===== src/rtl/pipelined_cla_adder.sv =====
// Pipelined carry-lookahead adder/subtractor: 4-bit lookahead groups,
// GROUPS_PER_STAGE groups resolved per stage, valid/ready handshake with global stall.
module pipelined_cla_adder #(
  parameter int unsigned WIDTH            = 16,
  parameter int unsigned GROUPS_PER_STAGE = 1
) (
  input  logic             clk,
  input  logic             rst,
  input  logic             in_valid,
  output logic             in_ready,
  input  logic [WIDTH-1:0] a,
  input  logic [WIDTH-1:0] b,
  input  logic             cin,
  input  logic             sub,
  output logic             out_valid,
  input  logic             out_ready,
  output logic [WIDTH-1:0] sum,
  output logic             cout,
  output logic             ovf
);

  localparam int unsigned SW     = 4 * GROUPS_PER_STAGE;
  localparam int unsigned STAGES = WIDTH / SW;

  // Slot 0 is the input register; slot k feeds lookahead stage k.
  logic             vld  [STAGES];
  logic [WIDTH-1:0] a_q  [STAGES];
  logic [WIDTH-1:0] bp_q [STAGES];
  logic [WIDTH-1:0] s_q  [STAGES];
  logic             c_q  [STAGES];

  logic adv;

  // Whole pipeline moves together; it only stalls when a result is held.
  assign adv      = !out_valid || out_ready;
  assign in_ready = adv;

  // Input slot valid bit.
  always_ff @(posedge clk) begin
    if (rst) vld[0] <= 1'b0;
    else if (adv) vld[0] <= in_valid;
  end

  // Input operand capture; subtraction folds into inverted B and carry-in of 1.
  always_ff @(posedge clk) begin
    if (adv && in_valid) begin
      a_q[0]  <= a;
      bp_q[0] <= sub ? ~b : b;
      c_q[0]  <= sub | cin;
      s_q[0]  <= '0;
    end
  end

  for (genvar k = 0; k < STAGES; k++) begin : g_stage
    logic [SW-1:0]               sa, sb, g, p, ss;
    logic [SW:0]                 cc;
    logic [GROUPS_PER_STAGE-1:0] gg, pp;
    logic [GROUPS_PER_STAGE:0]   cg;
    logic [WIDTH-1:0]            s_nxt;

    // Group generate/propagate, cross-group lookahead, then in-group carries and sum bits.
    always_comb begin
      logic term, acc, prod;
      sa    = a_q[k][k*SW +: SW];
      sb    = bp_q[k][k*SW +: SW];
      g     = sa & sb;
      p     = sa ^ sb;
      gg    = '0;
      pp    = '0;
      cg    = '0;
      cc    = '0;
      term  = 1'b0;
      acc   = 1'b0;
      prod  = 1'b0;
      for (int j = 0; j < int'(GROUPS_PER_STAGE); j++) begin
        gg[j] = g[4*j+3] | (p[4*j+3] & g[4*j+2]) | (p[4*j+3] & p[4*j+2] & g[4*j+1])
              | (p[4*j+3] & p[4*j+2] & p[4*j+1] & g[4*j]);
        pp[j] = &p[4*j +: 4];
      end
      for (int j = 0; j <= int'(GROUPS_PER_STAGE); j++) begin
        term = c_q[k];
        for (int i = 0; i < j; i++) term = term & pp[i];
        acc = term;
        for (int i = 0; i < j; i++) begin
          prod = gg[i];
          for (int m = i + 1; m < j; m++) prod = prod & pp[m];
          acc = acc | prod;
        end
        cg[j] = acc;
      end
      for (int j = 0; j < int'(GROUPS_PER_STAGE); j++) begin
        cc[4*j]   = cg[j];
        cc[4*j+1] = g[4*j] | (p[4*j] & cg[j]);
        cc[4*j+2] = g[4*j+1] | (p[4*j+1] & g[4*j]) | (p[4*j+1] & p[4*j] & cg[j]);
        cc[4*j+3] = g[4*j+2] | (p[4*j+2] & g[4*j+1]) | (p[4*j+2] & p[4*j+1] & g[4*j])
                  | (p[4*j+2] & p[4*j+1] & p[4*j] & cg[j]);
      end
      cc[SW] = cg[GROUPS_PER_STAGE];
      ss     = p ^ cc[SW-1:0];
      s_nxt  = s_q[k];
      s_nxt[k*SW +: SW] = ss;
    end

    if (k < STAGES - 1) begin : g_mid
      // Stage valid bit.
      always_ff @(posedge clk) begin
        if (rst) vld[k+1] <= 1'b0;
        else if (adv) vld[k+1] <= vld[k];
      end

      // Forward operands, partial sum and stage carry to the next stage.
      always_ff @(posedge clk) begin
        if (adv && vld[k]) begin
          a_q[k+1]  <= a_q[k];
          bp_q[k+1] <= bp_q[k];
          s_q[k+1]  <= s_nxt;
          c_q[k+1]  <= cc[SW];
        end
      end
    end else begin : g_last
      // Output register; results load only from valid slots so bubbles leave it untouched.
      always_ff @(posedge clk) begin
        if (rst) begin
          out_valid <= 1'b0;
          sum       <= '0;
          cout      <= 1'b0;
          ovf       <= 1'b0;
        end else if (adv) begin
          out_valid <= vld[k];
          if (vld[k]) begin
            sum  <= s_nxt;
            cout <= cc[SW];
            ovf  <= cc[SW] ^ cc[SW-1];
          end
        end
      end
    end
  end

endmodule

===== config.mk =====
export PLATFORM = sky130hd
export DESIGN_NAME = pipelined_cla_adder
export DESIGN_NICKNAME = d
export VERILOG_FILES = /design/src/rtl/pipelined_cla_adder.sv
export SDC_FILE = /design/constraint.sdc
export NUM_CORES = 1
export LEC_CHECK = 0
export CAP_MARGIN = 0
export CELL_PAD_IN_SITES_DETAIL_PLACEMENT = 1
export CELL_PAD_IN_SITES_GLOBAL_PLACEMENT = 1
export CORE_MARGIN = 1
export CORE_UTILIZATION = 35
export DETAILED_ROUTE_END_ITERATION = 10
export PLACE_DENSITY = 0.59
export SLEW_MARGIN = 10
export SYNTH_ARGS = -nofsm -noshare
export SYNTH_HDL_FRONTEND = slang
export SYNTH_SLANG_ARGS = --single-unit

===== constraint.sdc =====
create_clock -name clk -period 3.9 [get_ports clk]
set_input_delay 0.585 -clock clk [delete_from_list [all_inputs] [get_ports clk]]
set_output_delay 0.585 -clock clk [all_outputs]
set_load 0.01 [all_outputs]

# ---- Word-level counts from Yosys, hierarchy flattened
# Memories as Yosys holds them, arrays and structs flattened. A register that Yosys moved wholly into a read port is not among the register bits.
# Index checks and enable logic that the tools add are counted.
dict set report word_totals {
  ff_bits 19
  ram_bits 200
  input_bits 38
  out_inout_bits 20
  memories 5
}
dict set report classes {
  n_mux 18
  n_bitwise 119
  reduce_logical 11
}
# memory depth word_bits rd rd_clocked_by_memory_dff write_ports line
set memory_table {}
lappend memory_table {a_q 4 16 4 0 4 27} ;# logic [WIDTH-1:0] a_q [STAGES];
lappend memory_table {bp_q 4 16 4 0 4 28} ;# logic [WIDTH-1:0] bp_q [STAGES];
lappend memory_table {s_q 4 16 4 1 4 29} ;# logic [WIDTH-1:0] s_q [STAGES];
lappend memory_table {c_q 4 1 4 0 4 30} ;# logic c_q [STAGES];
lappend memory_table {vld 4 1 4 0 4 26} ;# logic vld [STAGES];
# operator count
set op_table {}
lappend op_table {{$and A1 B1 Y1} 60}
lappend op_table {{$or A1 B1 Y1} 45}
lappend op_table {{$xor A4 B4 Y4} 8}
lappend op_table {{$mux W1} 17}
lappend op_table {{$and A4 B4 Y4} 4}
lappend op_table {{$mux W16} 1}
lappend op_table {{$not A16 Y16} 1}
lappend op_table {{$reduce_and A4 Y1} 4}
lappend op_table {{$logic_and A1 B1 Y1} 4}
lappend op_table {{$reduce_and A2 Y1} 1}
lappend op_table {{$logic_not A1 Y1} 1}
lappend op_table {{$logic_or A1 B1 Y1} 1}
lappend op_table {{$xor A1 B1 Y1} 1}

# ---- Longest topological paths before layout
dict set report depth {
  word_depth 7
  ltp_mapped 7
  depth_no_buf 5
}

# ---- Worst setup path after synthesis
# OpenSTA, ideal clock, no wires.
dict set report synth_timing {
  path_kind {input to register}
  startpoint {input out_ready}
  endpoint {memory a_q[0][0], enable pin}
  setup_ns 0.393
  arrival_time_ns 1.666
  required_ns 3.507
  path_slack_ns 1.841
  stages 3
  n_path_buf 1
  cell_sequence {nand2b_1 -> buf_4 -> and2_1}
}
# element line
set synth_rtl {}
lappend synth_rtl {{from (decl)} 16} ;# input logic out_ready,
lappend synth_rtl {{to (decl)} 27}

# ---- Worst setup path in the final report
dict set report layout_timing {
  startpoint {input out_ready}
  endpoint {output in_ready}
}
dict set report layout_between {
  elab_chain_cells 1
}
# element line
set layout_lines {}
lappend layout_lines {{$logic_or A1 B1 Y1} 35} ;# assign adv = !out_valid || out_ready;
lappend layout_lines {{to (decl)} 10} ;# output logic in_ready,
# Every way passes these cells.

==> flow_metrics.tcl <==
set metrics [dict create \
    run_status "finished clean" \
    clkTransAtPathRegs_ns 0.05 \
    crit_required_ns 3.31 \
    fmax_mhz 387 \
    cts_tree "built" \
    reg2reg_depth 2 \
    drc 0 \
    gp_routability_congestion 0.698 \
    yosysMostFrequentCell "edfxtp_1" \
    worstMarginPinSlew_ns 1.07 \
    top_level_ports 58 \
    dieArea_um2 14500 \
    fin_ws_ns 1.31 \
    r2r_start "out_valid$_SDFFE_PP0N_" \
    synth-seq-area-share_pct 76.3 \
    synth-edff-count 112 \
    drt_iter0_drc 109 \
    track_usage_pct 11.3 \
    crit_chain "clkdlybuf4s50_1 > nand2b_1 > clkdlybuf4s50_1" \
    synthTopCellsByCount "112 x edfxtp_1, 26 x nand2_1, 19 x dfxtp_1" \
    setup-tns-final_ns 0 \
    place_ws_ns 1.18 \
    yosysTopAreaCell "edfxtp_1" \
    nNetsFinal 432 \
    ys_types 33 \
    cts-root-buf "clkbuf_16" \
    ir_drop_v 0.000272 \
    setup_viol 0 \
    postSynth.asyncResetShare_pct 0 \
    syn_nets 363 \
    reg2reg_slack_ns 1.99 \
    holdPathStages 0 \
    hold_path.class "reg2reg" \
    grt_max_degree 34 \
    critPathArrivalTime_ns 2.00 \
    fin_crit_ns 2.59 \
    synthTopCellsByArea "edfxtp_1 69%, dfxtp_1 7.7%, ha_1 4.1%" \
    cts_setup_buffers 0 \
    crit_path_end_kind "primary output" \
    port_buffers 57 \
    pwr_density_cell_nw_per_um2 519 \
    fp-row-count 42 \
    yosysTopAreaCellShare_pct 68.5 \
    min_to "a_q[1][13]$_DFFE_PP_" \
    slowest_delay_ns 0.62 \
    ant_nets 0 \
    postSynthCellCount 305 \
    crit_type "in2out" \
    grt_pass1_vias 2545 \
    clockBufferDepth 2 \
    start_util_pct 36.5 \
    core_um2 13500 \
    cp_top_family "buffers and inverters" \
    numCtsBuffers 17 \
    slew_viol_final 0 \
    vias_per_cell 4.34 \
    crit_path_start "out_ready" \
    cp_num_buf_inv 2 \
    synth_area_um2 4910 \
    worst_r2r_endpoint "s_q[2][5]$_DFFE_PP_" \
    rsz0062_at_grt "false" \
    synth_seq_cells 131 \
    ys_warn_count 0 \
    wl_mm 7.28 \
    hpwl_mm 5.00 \
    clock_latency_ns 0.41 \
    worstHoldStart "a_q[0][13]$_DFFE_PP_" \
    cap_violations 0 \
    syn_to_final_growth_pct 26.1 \
    fillers 1375 \
    period_share_pct 66.3 \
    drive_gt1_share_pct 8.79 \
    grt_overflow 0 \
    die_y_um 120 \
    cts_resized 0 \
    die_x_um 120 \
    finalHoldViolations 0 \
    avgSynthCellArea_um2 16.1 \
    vias 2445 \
    path_common_cell "clkdlybuf4s50_1" \
    h-tree-depth 4 \
    power.leakage_nw 2.19 \
    skew_ns 0.00514 \
    grt_pass1_wl_mm 12.0 \
    cp_slowest_cell "clkdlybuf4s50_1" \
    cts_sinks 131 \
    firstDrtPassIters 4 \
    cp-start-kind "primary input" \
    max-slew-margin-rel_pct 29.0 \
    cp_max_fo 10 \
    antennaDiodeCount 0 \
    routedWlPerCell_um 12.9 \
    ctsHoldBuffers 0 \
    synthFlopType "edfxtp_1" \
    antenna_found_initial 0 \
]
worst reg2reg max path, cell delays in order, from the launching register on:
cell and delay [ns]:
dfxtp_1 0.31, nand2b_1 0.30, and2_1 0.90
cell families (layout without fill, tap and decap cells):
family	Yosys count	in the layout	synth area share (%)
and+or+nand+nor	69	69	7.04
AOI/OAI and AO/OA	37	37	4.64
DFF	131	131	76.3
adders and majority gates	20	20	5.71
buffers and inverters	25	107	2.24
xor gates and xnor gates	23	23	4.10
report_power, final:
group / internal, mW / switching [mW] / leakage [nW]
logic: 0.0888 / 0.0909 / 0.718
clock network: 0.858 / 0.545 / 0.255
registers: 1.61 / 0.0216 / 1.22
total: 2.56 / 0.657 / 2.19
per-layer routing:
| layer | vias up | GRT usage [%] | routed length [um] |
|---|---|---|---|
| li1 | 1233 | - | - |
| met4 | 0 | 7.41 | 193 |
| met1 | 1134 | 12.9 | 3360 |
| met2 | 61 | 17.7 | 3410 |
| met5 | - | 0 | 0 |
| met3 | 17 | 4.29 | 323 |
placed cells by master (no fill, tap or decap), drive strengths merged:
master           n
inv             16
nand3            1
nand3b           2
o21ai            8
clkdlybuf4s50   57
o21bai           1
a21o             3
nand2b           5
a211oi           9
or3b             1
nor2            17
dfxtp           19
clkinvlp         3
xnor2            7
clkbuf          19
a21oi           14
buf              2
fa               4
nand2           27
edfxtp         112
or2              2
nor4             1
bufinv           1
nor3b            1
a31oi            1
o41ai            1
nor2b            1
and2             9
nand4b           1
clkinv           9
xor2            16
ha              16
or4b             1
registers in the layout (all words and copies together) (netlist names):
signal	flops
a_q	40
ovf	1
s_q	24
out_valid	1
sum	16
cout	1
c_q	4
vld	4
bp_q	40
cell type report:
| type | instances | area, um2 | area share (%) |
|---|---|---|---|
| flip-flops and latches | 131 | 3740 | 60.5 |
| multi-input cells | 149 | 1050 | 17.0 |
| well taps | 176 | 220 | 3.56 |
| inverters | 16 | 60.1 | 0.970 |
| clock buffers | 19 | 433 | 6.99 |
| repair buffers | 59 | 586 | 9.46 |
| clock inverters | 13 | 93.8 | 1.52 |
how the worst max path moves through the flow:
stage,end,slack (ns),depth (start not counted)
after floorplan,a_q[0][0]$_DFFE_PP_,1.84,3
after global placement,s_q[2][7]$_DFFE_PP_,1.29,3
after detailed placement,s_q[2][7]$_DFFE_PP_,1.18,3
after CTS,in_ready,1.31,3
after global routing,in_ready,1.24,3
final,in_ready,1.31,3
per-stage QoR:
step | power [mW] | hold WS, ns | cell area, um2 | util, % | cells
floorplan | 1.76 | 0.400 | 4910 | - | 305
global placement | 1.83 | 0.405 | 5660 | 42.1 | 531
detailed placement | 1.84 | 0.406 | 5660 | 42.1 | 531
CTS | 3.26 | 0.418 | 6190 | 46.0 | 563
global route | 3.34 | 0.418 | 6190 | 46.0 | 563
finish | 3.21 | 0.416 | 6190 | 46.0 | 563
Note: power is estimated with default switching activity, not from simulation.
